$ cat src/rtl/alu_seq.sv
// alu_seq: registered execute-stage ALU with an internal flag register.
// Single-cycle ops complete at the accept edge. MUL is an iterative
// shift-add multiply that takes WIDTH steps.
module alu_seq #(
  parameter int WIDTH = 8
) (
  input  logic             clk,
  input  logic             rst_n,
  input  logic             start,
  input  logic [3:0]       op,
  input  logic [WIDTH-1:0] a,
  input  logic [WIDTH-1:0] b,
  input  logic             flags_wr,
  input  logic [4:0]       flags_din,
  output logic             ready,
  output logic             done,
  output logic [WIDTH-1:0] result_lo,
  output logic [WIDTH-1:0] result_hi,
  output logic [4:0]       flags
);

  localparam int CW = (WIDTH > 1) ? $clog2(WIDTH) : 1;
  localparam logic [WIDTH-1:0] MAX_POS = {1'b0, {(WIDTH-1){1'b1}}};
  localparam logic [WIDTH-1:0] MIN_NEG = {1'b1, {(WIDTH-1){1'b0}}};
  localparam logic [WIDTH:0]   ONE     = {{WIDTH{1'b0}}, 1'b1};

  typedef enum logic {IDLE, MUL} state_t;

  state_t           state, state_nxt;
  logic [WIDTH-1:0] acc_hi, mplr, mcand;
  logic [CW-1:0]    count;
  logic             last;

  // single-cycle ALU signals
  logic             cin;
  logic [WIDTH:0]   ea, eb, cin_w, wide;
  logic [WIDTH-1:0] alu_res;
  logic             c_n, ov_n, z_n, s_n, p_n, upd;
  logic [4:0]       alu_flags;

  // multiply step signals
  logic [WIDTH:0]   step_sum;
  logic [WIDTH-1:0] step_hi, step_lo;
  logic [4:0]       mul_flags;

  assign cin   = flags[2];
  assign ea    = {1'b0, a};
  assign eb    = {1'b0, b};
  assign cin_w = {{WIDTH{1'b0}}, cin};
  assign ready = (state == IDLE);
  assign last  = (count == CW'(WIDTH - 1));

  // One shift-add step: add multiplicand when the multiplier LSB is set,
  // then shift the {carry, acc_hi, mplr} chain right by one.
  assign step_sum  = {1'b0, acc_hi} + (mplr[0] ? {1'b0, mcand} : '0);
  assign step_hi   = step_sum[WIDTH:1];
  assign step_lo   = {step_sum[0], mplr[WIDTH-1:1]};
  assign mul_flags = {(step_hi != '0), ~^step_lo, (step_hi != '0),
                      step_hi[WIDTH-1], ({step_hi, step_lo} == '0)};

  // Single-cycle op result and next flags; Z/S/P only refresh when upd is set.
  always_comb begin
    wide    = '0;
    alu_res = '0;
    c_n     = cin;
    ov_n    = flags[4];
    upd     = 1'b0;
    case (op)
      4'h0, 4'h1: begin
        wide    = ea + eb + ((op == 4'h1) ? cin_w : '0);
        alu_res = wide[WIDTH-1:0];
        c_n     = wide[WIDTH];
        ov_n    = (a[WIDTH-1] == b[WIDTH-1]) && (wide[WIDTH-1] != a[WIDTH-1]);
        upd     = 1'b1;
      end
      4'h2, 4'h3, 4'h7: begin
        wide    = ea - eb - ((op == 4'h3) ? cin_w : '0);
        alu_res = wide[WIDTH-1:0];
        c_n     = wide[WIDTH];
        ov_n    = (a[WIDTH-1] != b[WIDTH-1]) && (wide[WIDTH-1] != a[WIDTH-1]);
        upd     = 1'b1;
      end
      4'h4: begin alu_res = a & b; c_n = 1'b0; ov_n = 1'b0; upd = 1'b1; end
      4'h5: begin alu_res = a | b; c_n = 1'b0; ov_n = 1'b0; upd = 1'b1; end
      4'h6: begin alu_res = a ^ b; c_n = 1'b0; ov_n = 1'b0; upd = 1'b1; end
      4'h8: begin
        wide    = ea + ONE;
        alu_res = wide[WIDTH-1:0];
        ov_n    = (a == MAX_POS);
        upd     = 1'b1;
      end
      4'h9: begin
        wide    = ea - ONE;
        alu_res = wide[WIDTH-1:0];
        ov_n    = (a == MIN_NEG);
        upd     = 1'b1;
      end
      4'hA: begin alu_res = {a[WIDTH-2:0], cin}; c_n = a[WIDTH-1]; ov_n = 1'b0; upd = 1'b1; end
      4'hB: begin alu_res = {cin, a[WIDTH-1:1]}; c_n = a[0];       ov_n = 1'b0; upd = 1'b1; end
      4'hD: c_n = 1'b1;
      4'hE: c_n = ~cin;
      default: ;
    endcase
    z_n = upd ? (alu_res == '0)      : flags[0];
    s_n = upd ? alu_res[WIDTH-1]     : flags[1];
    p_n = upd ? ~^alu_res            : flags[3];
    alu_flags = {ov_n, p_n, c_n, s_n, z_n};
  end

  // State register.
  always_ff @(posedge clk or negedge rst_n) begin
    if (!rst_n) state <= IDLE;
    else        state <= state_nxt;
  end

  // Next state: enter MUL on an accepted MUL, leave after the last step.
  always_comb begin
    state_nxt = state;
    case (state)
      IDLE:    if (start && op == 4'hC) state_nxt = MUL;
      MUL:     if (last) state_nxt = IDLE;
      default: state_nxt = IDLE;
    endcase
  end

  // Datapath: results, flags, done pulse and the multiply registers.
  always_ff @(posedge clk or negedge rst_n) begin
    if (!rst_n) begin
      done      <= 1'b0;
      result_lo <= '0;
      result_hi <= '0;
      flags     <= '0;
      acc_hi    <= '0;
      mplr      <= '0;
      mcand     <= '0;
      count     <= '0;
    end else begin
      done <= 1'b0;
      case (state)
        IDLE: begin
          if (start) begin
            if (op == 4'hC) begin
              acc_hi <= '0;
              mplr   <= b;
              mcand  <= a;
              count  <= '0;
            end else begin
              done  <= 1'b1;
              flags <= alu_flags;
              // CMP only touches flags
              if (op != 4'h7) begin
                result_lo <= alu_res;
                result_hi <= '0;
              end
            end
          end else if (flags_wr) begin
            flags <= flags_din;
          end
        end
        MUL: begin
          acc_hi <= step_hi;
          mplr   <= step_lo;
          count  <= count + 1'b1;
          if (last) begin
            result_hi <= step_hi;
            result_lo <= step_lo;
            flags     <= mul_flags;
            done      <= 1'b1;
          end
        end
        default: ;
      endcase
    end
  end

endmodule

$ cat config.mk
export PLATFORM = sky130hd
export DESIGN_NAME = alu_seq
export DESIGN_NICKNAME = d
export VERILOG_FILES = /design/src/rtl/alu_seq.sv
export SDC_FILE = /design/constraint.sdc
export NUM_CORES = 1
export LEC_CHECK = 0
export BUFFER_PORTS_ARGS = -buffer_cell sky130_fd_sc_hd__buf_2
export CAP_MARGIN = 20
export CORE_MARGIN = 2
export CORE_UTILIZATION = 54
export CTS_CLUSTER_SIZE = 40
export DETAILED_ROUTE_END_ITERATION = 6
export PLACE_DENSITY = 0.8
export REMOVE_ABC_BUFFERS = 1
export SLEW_MARGIN = 40
export SYNTH_ARGS = -nofsm -noshare
export SYNTH_HDL_FRONTEND = slang
export SYNTH_SLANG_ARGS = --single-unit
$ cat constraint.sdc
create_clock -name clk -period 4 [get_ports clk]
set_clock_uncertainty 0.05 [all_clocks]
set_input_delay 0.4 -clock clk [delete_from_list [all_inputs] [get_ports clk]]
set_output_delay 0.4 -clock clk [all_outputs]
set_load 0.05 [all_outputs]
-- Yosys cells after proc, flatten, opt, wreduce, memory -nomap -nowiden
Cells that the tools add are included.
- bits of input ports: 29
- bits in registers: 50
- output and inout port bits: 23
- word-level logic and storage cells: 117
- muxes and demuxes: 41
- bitwise operators: 5
- reductions and logical operators: 20
- equal/unequal tests: 32
- $add $sub $neg: 8
- operator list (kind ; count):
    two-way mux 8 bit ; 13
    case mux 8 bit (9 select lines) ; 1
    case mux 8 bit (2 select lines) ; 4
    == test 4 bit, second input constant ; 7
    two-way mux 5 bit ; 4
    adder 8 x 8 -> 9 bit ; 2
    == test 4 x 3 -> 1 bit, second input constant ; 4
    zero test 16 bit ; 1
    AND reduction 4 bit ; 4
    XNOR reduction 8 bit ; 2
    OR reduction 12 bit ; 1
    two-way mux 1 bit ; 11
    case mux 5 bit (2 select lines) ; 1
    adder 9 x 1 -> 9 bit ; 1
    inequality test 9 x 3 -> 1 bit, second input constant ; 1
    subtractor 8 x 8 -> 9 bit ; 1
    subtractor 9 x 1 -> 9 bit ; 1
    adder 8 x 1 -> 8 bit, second input constant ; 1
    bitwise AND 8 bit ; 1
    == test 4 x 2 -> 1 bit, second input constant ; 2
    == test 8 x 7 -> 1 bit, second input constant ; 1
    == test 8 bit, second input constant ; 1
    zero test 8 bit ; 1
    OR 8 bit ; 1
    27 further kinds ; 39

-- Depth between registers and ports, before layout
- depth in word-level cells: 9
- gate-level depth with buffers: 19
- gate-level depth less buffers: 18

-- Worst setup path after synthesis
No wires, ideal clock.
- path kind: flip-flop to flip-flop
- from: register flags[2]
- to: register flags[3]
- cell stages (with the launch flop): 19
- setup time: 0.125 ns
- path buffers: 0
- data arrival time: 4.137 ns
- setup slack: -0.312 ns
- required time: 3.825 ns
- period minus slack after synthesis: 4.312 ns
- cells stage by stage: dfrtp_1 -> inv_1 -> or4_1 -> fa_1 -> inv_1 -> ha_1 -> o21ai_0 -> a32oi_1 -> nand4b_1 -> o211a_1 -> o221ai_1 -> a211oi_1 -> ha_1 -> xnor2_1 -> xnor2_1 -> nor2_1 -> a21oi_1 -> o21ai_0 -> mux2_2
- word-level cells in the longest chain between the ends: 8
- elaborated cells between the ends (all ways): 10
- those cells by class: 2 x add/sub; 7 x mux; 1 x reduce/logical
- ends and longest elaborated chain (element ; line ; text):
    from (decl) ; 19 ; output logic [4:0] flags
    from (signal assigned) ; 149 ; flags <= alu_flags;
    from (signal assigned) ; 157 ; flags <= flags_din;
    from (signal assigned) ; 167 ; flags <= mul_flags;
    two-way mux 1 bit (on tied branches) ; 77, 70 ;
    subtractor 9 x 1 -> 9 bit or adder 9 x 1 -> 9 bit (tied branches) ; 77, 70 ;
    case mux 8 bit (9 select lines) * ; 68 ; case (op)
    XNOR reduction 8 bit * ; 106 ; p_n = upd ? ~^alu_res : flags[3];
    two-way mux 1 bit * ; 106 ;
    two-way mux 5 bit * ; 142 ; if (op == 4'hC) begin
    two-way mux 5 bit * ; 141 ; if (start) begin
    case mux 5 bit (2 select lines) * ; 139 ; case (state)
Every way passes the cells marked *; elsewhere a longest branch is shown, timed or not. The select of a mux whose other input is x is not followed.
A chain may end at the register's enable or synchronous reset.

-- Worst setup path in the final report
Same ends and word-level chain as after synthesis.

==> results.py <==
metrics = {
    "die": {
        "start_util_pct": 56.1,
        "row_count": 33,
        "dieArea_um2": 9390,
        "ioPinCount": 52,
        "die_w_um": 96.9,
        "coreArea_um2": 8300,
        "die_height_um": 96.9,
    },
    "sta": {
        "setup_viol": 1,
        "rsz0062_at_grt": "true",
        "period_share_pct": 100,
        "hold_slack_ns": 0.365,
        "hold_viol_final": 0,
        "setup_slack_ns": -0.00313,
        "slew_viol_final": 0,
        "fin_crit_ns": 4.00,
        "max_freq_ghz": 0.250,
        "relSlewSlack_pct": 52.2,
        "worstMarginPinSlew_ns": 0.716,
    },
    "logic_synthesis": {
        "ys_warn_count": 0,
        "synth-seq-area-share_pct": 26.9,
        "netlist_area_um2": 4660,
        "ys_types": 58,
        "netlist.area_leader.share_pct": 26.9,
        "synth_area_leader_cell": "dfrtp_1",
        "synth_cells": 566,
        "synth.area.top_cells": "dfrtp_1 27%, ha_1 15%, nand2_1 5.4%, o21ai_0 4.7%, a21oi_1 4.1%",
        "synth_area_per_cell_um2": 8.23,
        "synth_top_flop_cell": "dfrtp_1",
        "async_reset_ff_share_pct": 100,
        "ys_seq_elements": 50,
        "synth-edff-count": 0,
    },
    "setup_path": {
        "critPathCaptureType": "flip-flop",
        "cpPeakStageDelay_ns": 0.60,
        "r2r_end": "flags[3]",
        "reg2reg_slack_ns": -0.003,
        "worstRegToRegCells": 17,
        "cp-start-kind": "flip-flop",
        "critPathMaxFanout": 3,
        "cp.required_ns": 4.15,
        "crit_slowest_cell": "fa_2",
        "worstPathCellList": "inv_2, or4_4, fa_2, ha_1, o21ai_2, a32oi_2, buf_4, xnor2_1, o21ai_0, a211oi_2, ha_1, xnor2_2, xnor2_1, nor2_1, a21oi_1, o21ai_1, mux2_4",
        "worstReg2RegStart": "flags[2]",
        "crit_type": "reg -> reg",
        "cp.arrival_ns": 4.16,
    },
    "place": {
        "pre_cts_ws_ns": -0.351,
        "gp_congestion": 1.07,
        "dpl.hpwl_um": 10900,
        "numPortBuffers": 51,
    },
    "global_route": {
        "antenna_found_initial": 1,
        "use_met1_pct": 41.5,
        "top_usage_layer": "met2",
        "grt_use_met2_pct": 49.7,
        "grtUsageMet3_pct": 6.79,
        "grt-ovfl-total": 0,
        "track_usage_pct": 30.8,
        "grt_max_degree": 47,
        "grt_pass1_wl_um": 23600,
        "grt_pass1_vias": 4743,
    },
    "detailed_routing": {
        "final_antenna_net_count": 0,
        "vias": 4669,
        "wl_um": 14300,
        "dr.pass1.iters": 4,
        "wire_per_inst_um": 18.6,
        "via_per_inst": 6.06,
        "drcViolationCount": 0,
        "drtIter0Drc": 375,
    },
    "run_status": {
        "status": "complete, but fails checks",
        "violations": "negative setup slack",
    },
    "cells_and_area": {
        "multi_input_area_um2": 3250,
        "nets": 753,
        "ff_latch_area_um2": 1250,
        "syn2layout_area_growth_pct": 21.2,
        "drive_above_1_share_pct": 24.2,
        "fillers": 697,
        "diodes": 0,
    },
    "clocking": {
        "cts.sinks": 50,
        "cts-root-buf": "clkbuf_8",
        "cts_max_level": 2,
        "numCtsBuffers": 5,
        "cts_tree": "yes",
        "insertion_delay_ns": 0.31,
        "clk_pin_slew_worst_paths_ns": 0.10,
        "clockBufferDepth": 2,
    },
    "pwr": {
        "power_density_nw_per_um2": 597,
        "leakagePower_nw": 2.76,
        "ir_worst_vdd_mv": 0.521,
    },
    "job": {
        "max_cap_violations": 0,
    },
    "min_path": {
        "hold_path_class": "in -> async",
    },
}
[area by class of cell]
cell class	count	share of cell area, %
clock buffer	5	1.22
clock inverter	3	1.22
inverter	39	2.59
multi-input combinational	454	57.6
sequential	50	22.1
tap	105	2.33
timing repair buffer	114	12.9
[repair_timing]
| item | 4_1_cts | 5_1_grt |
|---|---|---|
| setup buffers | 7 | 2 |
| pin swaps | 6 | 11 |
| endpoints found under the hold margin | 4 | 0 |
| endpoints found under the setup margin | 1 | 1 |
| resized for setup | 9 | 12 |
| hold buffers | 1 | 0 |
[worst max-delay path, delay by kind of cell (launching register included)]
family	cells	cell delay (ns)
multiplexers	1	0.27
buffers and inverters	2	0.21
flip-flops	1	0.38
XOR/XNOR	3	0.45
AND/OR/NAND/NOR	2	0.54
AO/OA/AOI/OAI	6	0.90
adder cells (fa/ha/maj)	3	1.10
[registers in the layout, indices dropped and copies added, names as in the netlist]
signal / count
count: 3
result_hi: 8
state: 1
done: 1
mplr: 8
mcand: 8
flags: 5
acc_hi: 8
result_lo: 8
[per-stage QoR]
step | TNS, ns | instance area [um^2] | util (%) | power, mW | std cells
6_report | -0.00313 | 5650 | 68.1 | 3.37 | 770
5_1_grt | -0.177 | 5650 | 68.1 | 3.61 | 770
4_1_cts | 0 | 5590 | 67.3 | 3.32 | 768
3_5_place_dp | -0.351 | 5350 | 64.5 | 2.84 | 752
3_3_place_gp | -0.269 | 5350 | 64.5 | 2.77 | 752
2_1_floorplan | -0.330 | 4570 | - | 2.28 | 543
[layout by cell type, fill, tap and decap left out, drive strengths merged, types with 10 or more instances in the layout]
| cell | Yosys | layout |
|---|---|---|
| a211oi | 15 | 15 |
| a21oi | 38 | 38 |
| and2 | 11 | 11 |
| buf | 4 | 113 |
| dfrtp | 50 | 50 |
| ha | 54 | 54 |
| inv | 39 | 39 |
| mux2 | 14 | 14 |
| mux2i | 11 | 11 |
| nand2 | 67 | 67 |
| nand3 | 12 | 12 |
| nor2 | 48 | 48 |
| nor2b | 12 | 12 |
| nor3 | 10 | 10 |
| o21ai | 44 | 44 |
| xnor2 | 17 | 17 |
[cell usage after synthesis, types with 2 or more instances]
cell type and instances:
xnor2_1 17, nand4_1 5, a22oi_1 3, o41ai_1 2, nor3_1 9, xor2_1 8
a221oi_1 2, nor2b_1 12, nand2_1 67, nand3_1 12, a211oi_1 15, ha_1 54
o211ai_1 4, a21o_1 8, mux2_2 14, o31ai_1 4, a31oi_1 3, a22o_1 4
a2111oi_0 2, dfrtp_1 50, fa_1 6, clkbuf_1 19, nand2b_1 8, inv_1 39
o21a_1 5, o22ai_1 4, or3_1 3, buf_1 3, o21ai_0 44, o21bai_1 2
and3_1 2, nand3b_1 2, mux2i_1 11, and2_1 11, a21oi_1 38, o221ai_1 4
nor2_1 48, a32oi_1 2
[layer usage]
| metal | wire (um) | part of all wire [%] |
|---|---|---|
| met1 | 6340 | 44 |
| met2 | 6530 | 46 |
| met3 | 1000 | 7.0 |
| met4 | 405 | 2.8 |
| met5 | 12 | 0.084 |
[cell families (layout without fill, tap and decap cells)]
kind of cell | Yosys count | in the layout | synth area share (%)
mux | 25 | 25 | 5.75
fa+ha+maj | 60 | 60 | 17.1
compound gates | 156 | 156 | 21.5
flops | 50 | 50 | 26.9
simple gates | 188 | 188 | 19.0
buf+inv | 62 | 161 | 5.16
xor+xnor | 25 | 25 | 4.70
[power by group]
part           leakage [nW]  total [mW]  internal [mW]  switching [mW]
clock                0.0683       0.423          0.250           0.173
sequential            0.612       0.843          0.721           0.123
combinational          2.08        2.11          0.803            1.30
total                  2.76        3.37           1.77            1.60
[worst max-delay path by stage]
stage / from / cells past startpoint / slack [ns] / to
final: flags[2] / 17 / -0.003 / flags[3]
after global routing: flags[2] / 18 / -0.18 / flags[3]
after CTS: flags[2] / 18 / 0.003 / flags[3]
after detailed placement: op[3] / 17 / -0.35 / flags[3]
after global placement: op[3] / 17 / -0.27 / flags[3]
after floorplan: flags[2] / 18 / -0.33 / flags[3]
Power figures use the tool's default switching activity.
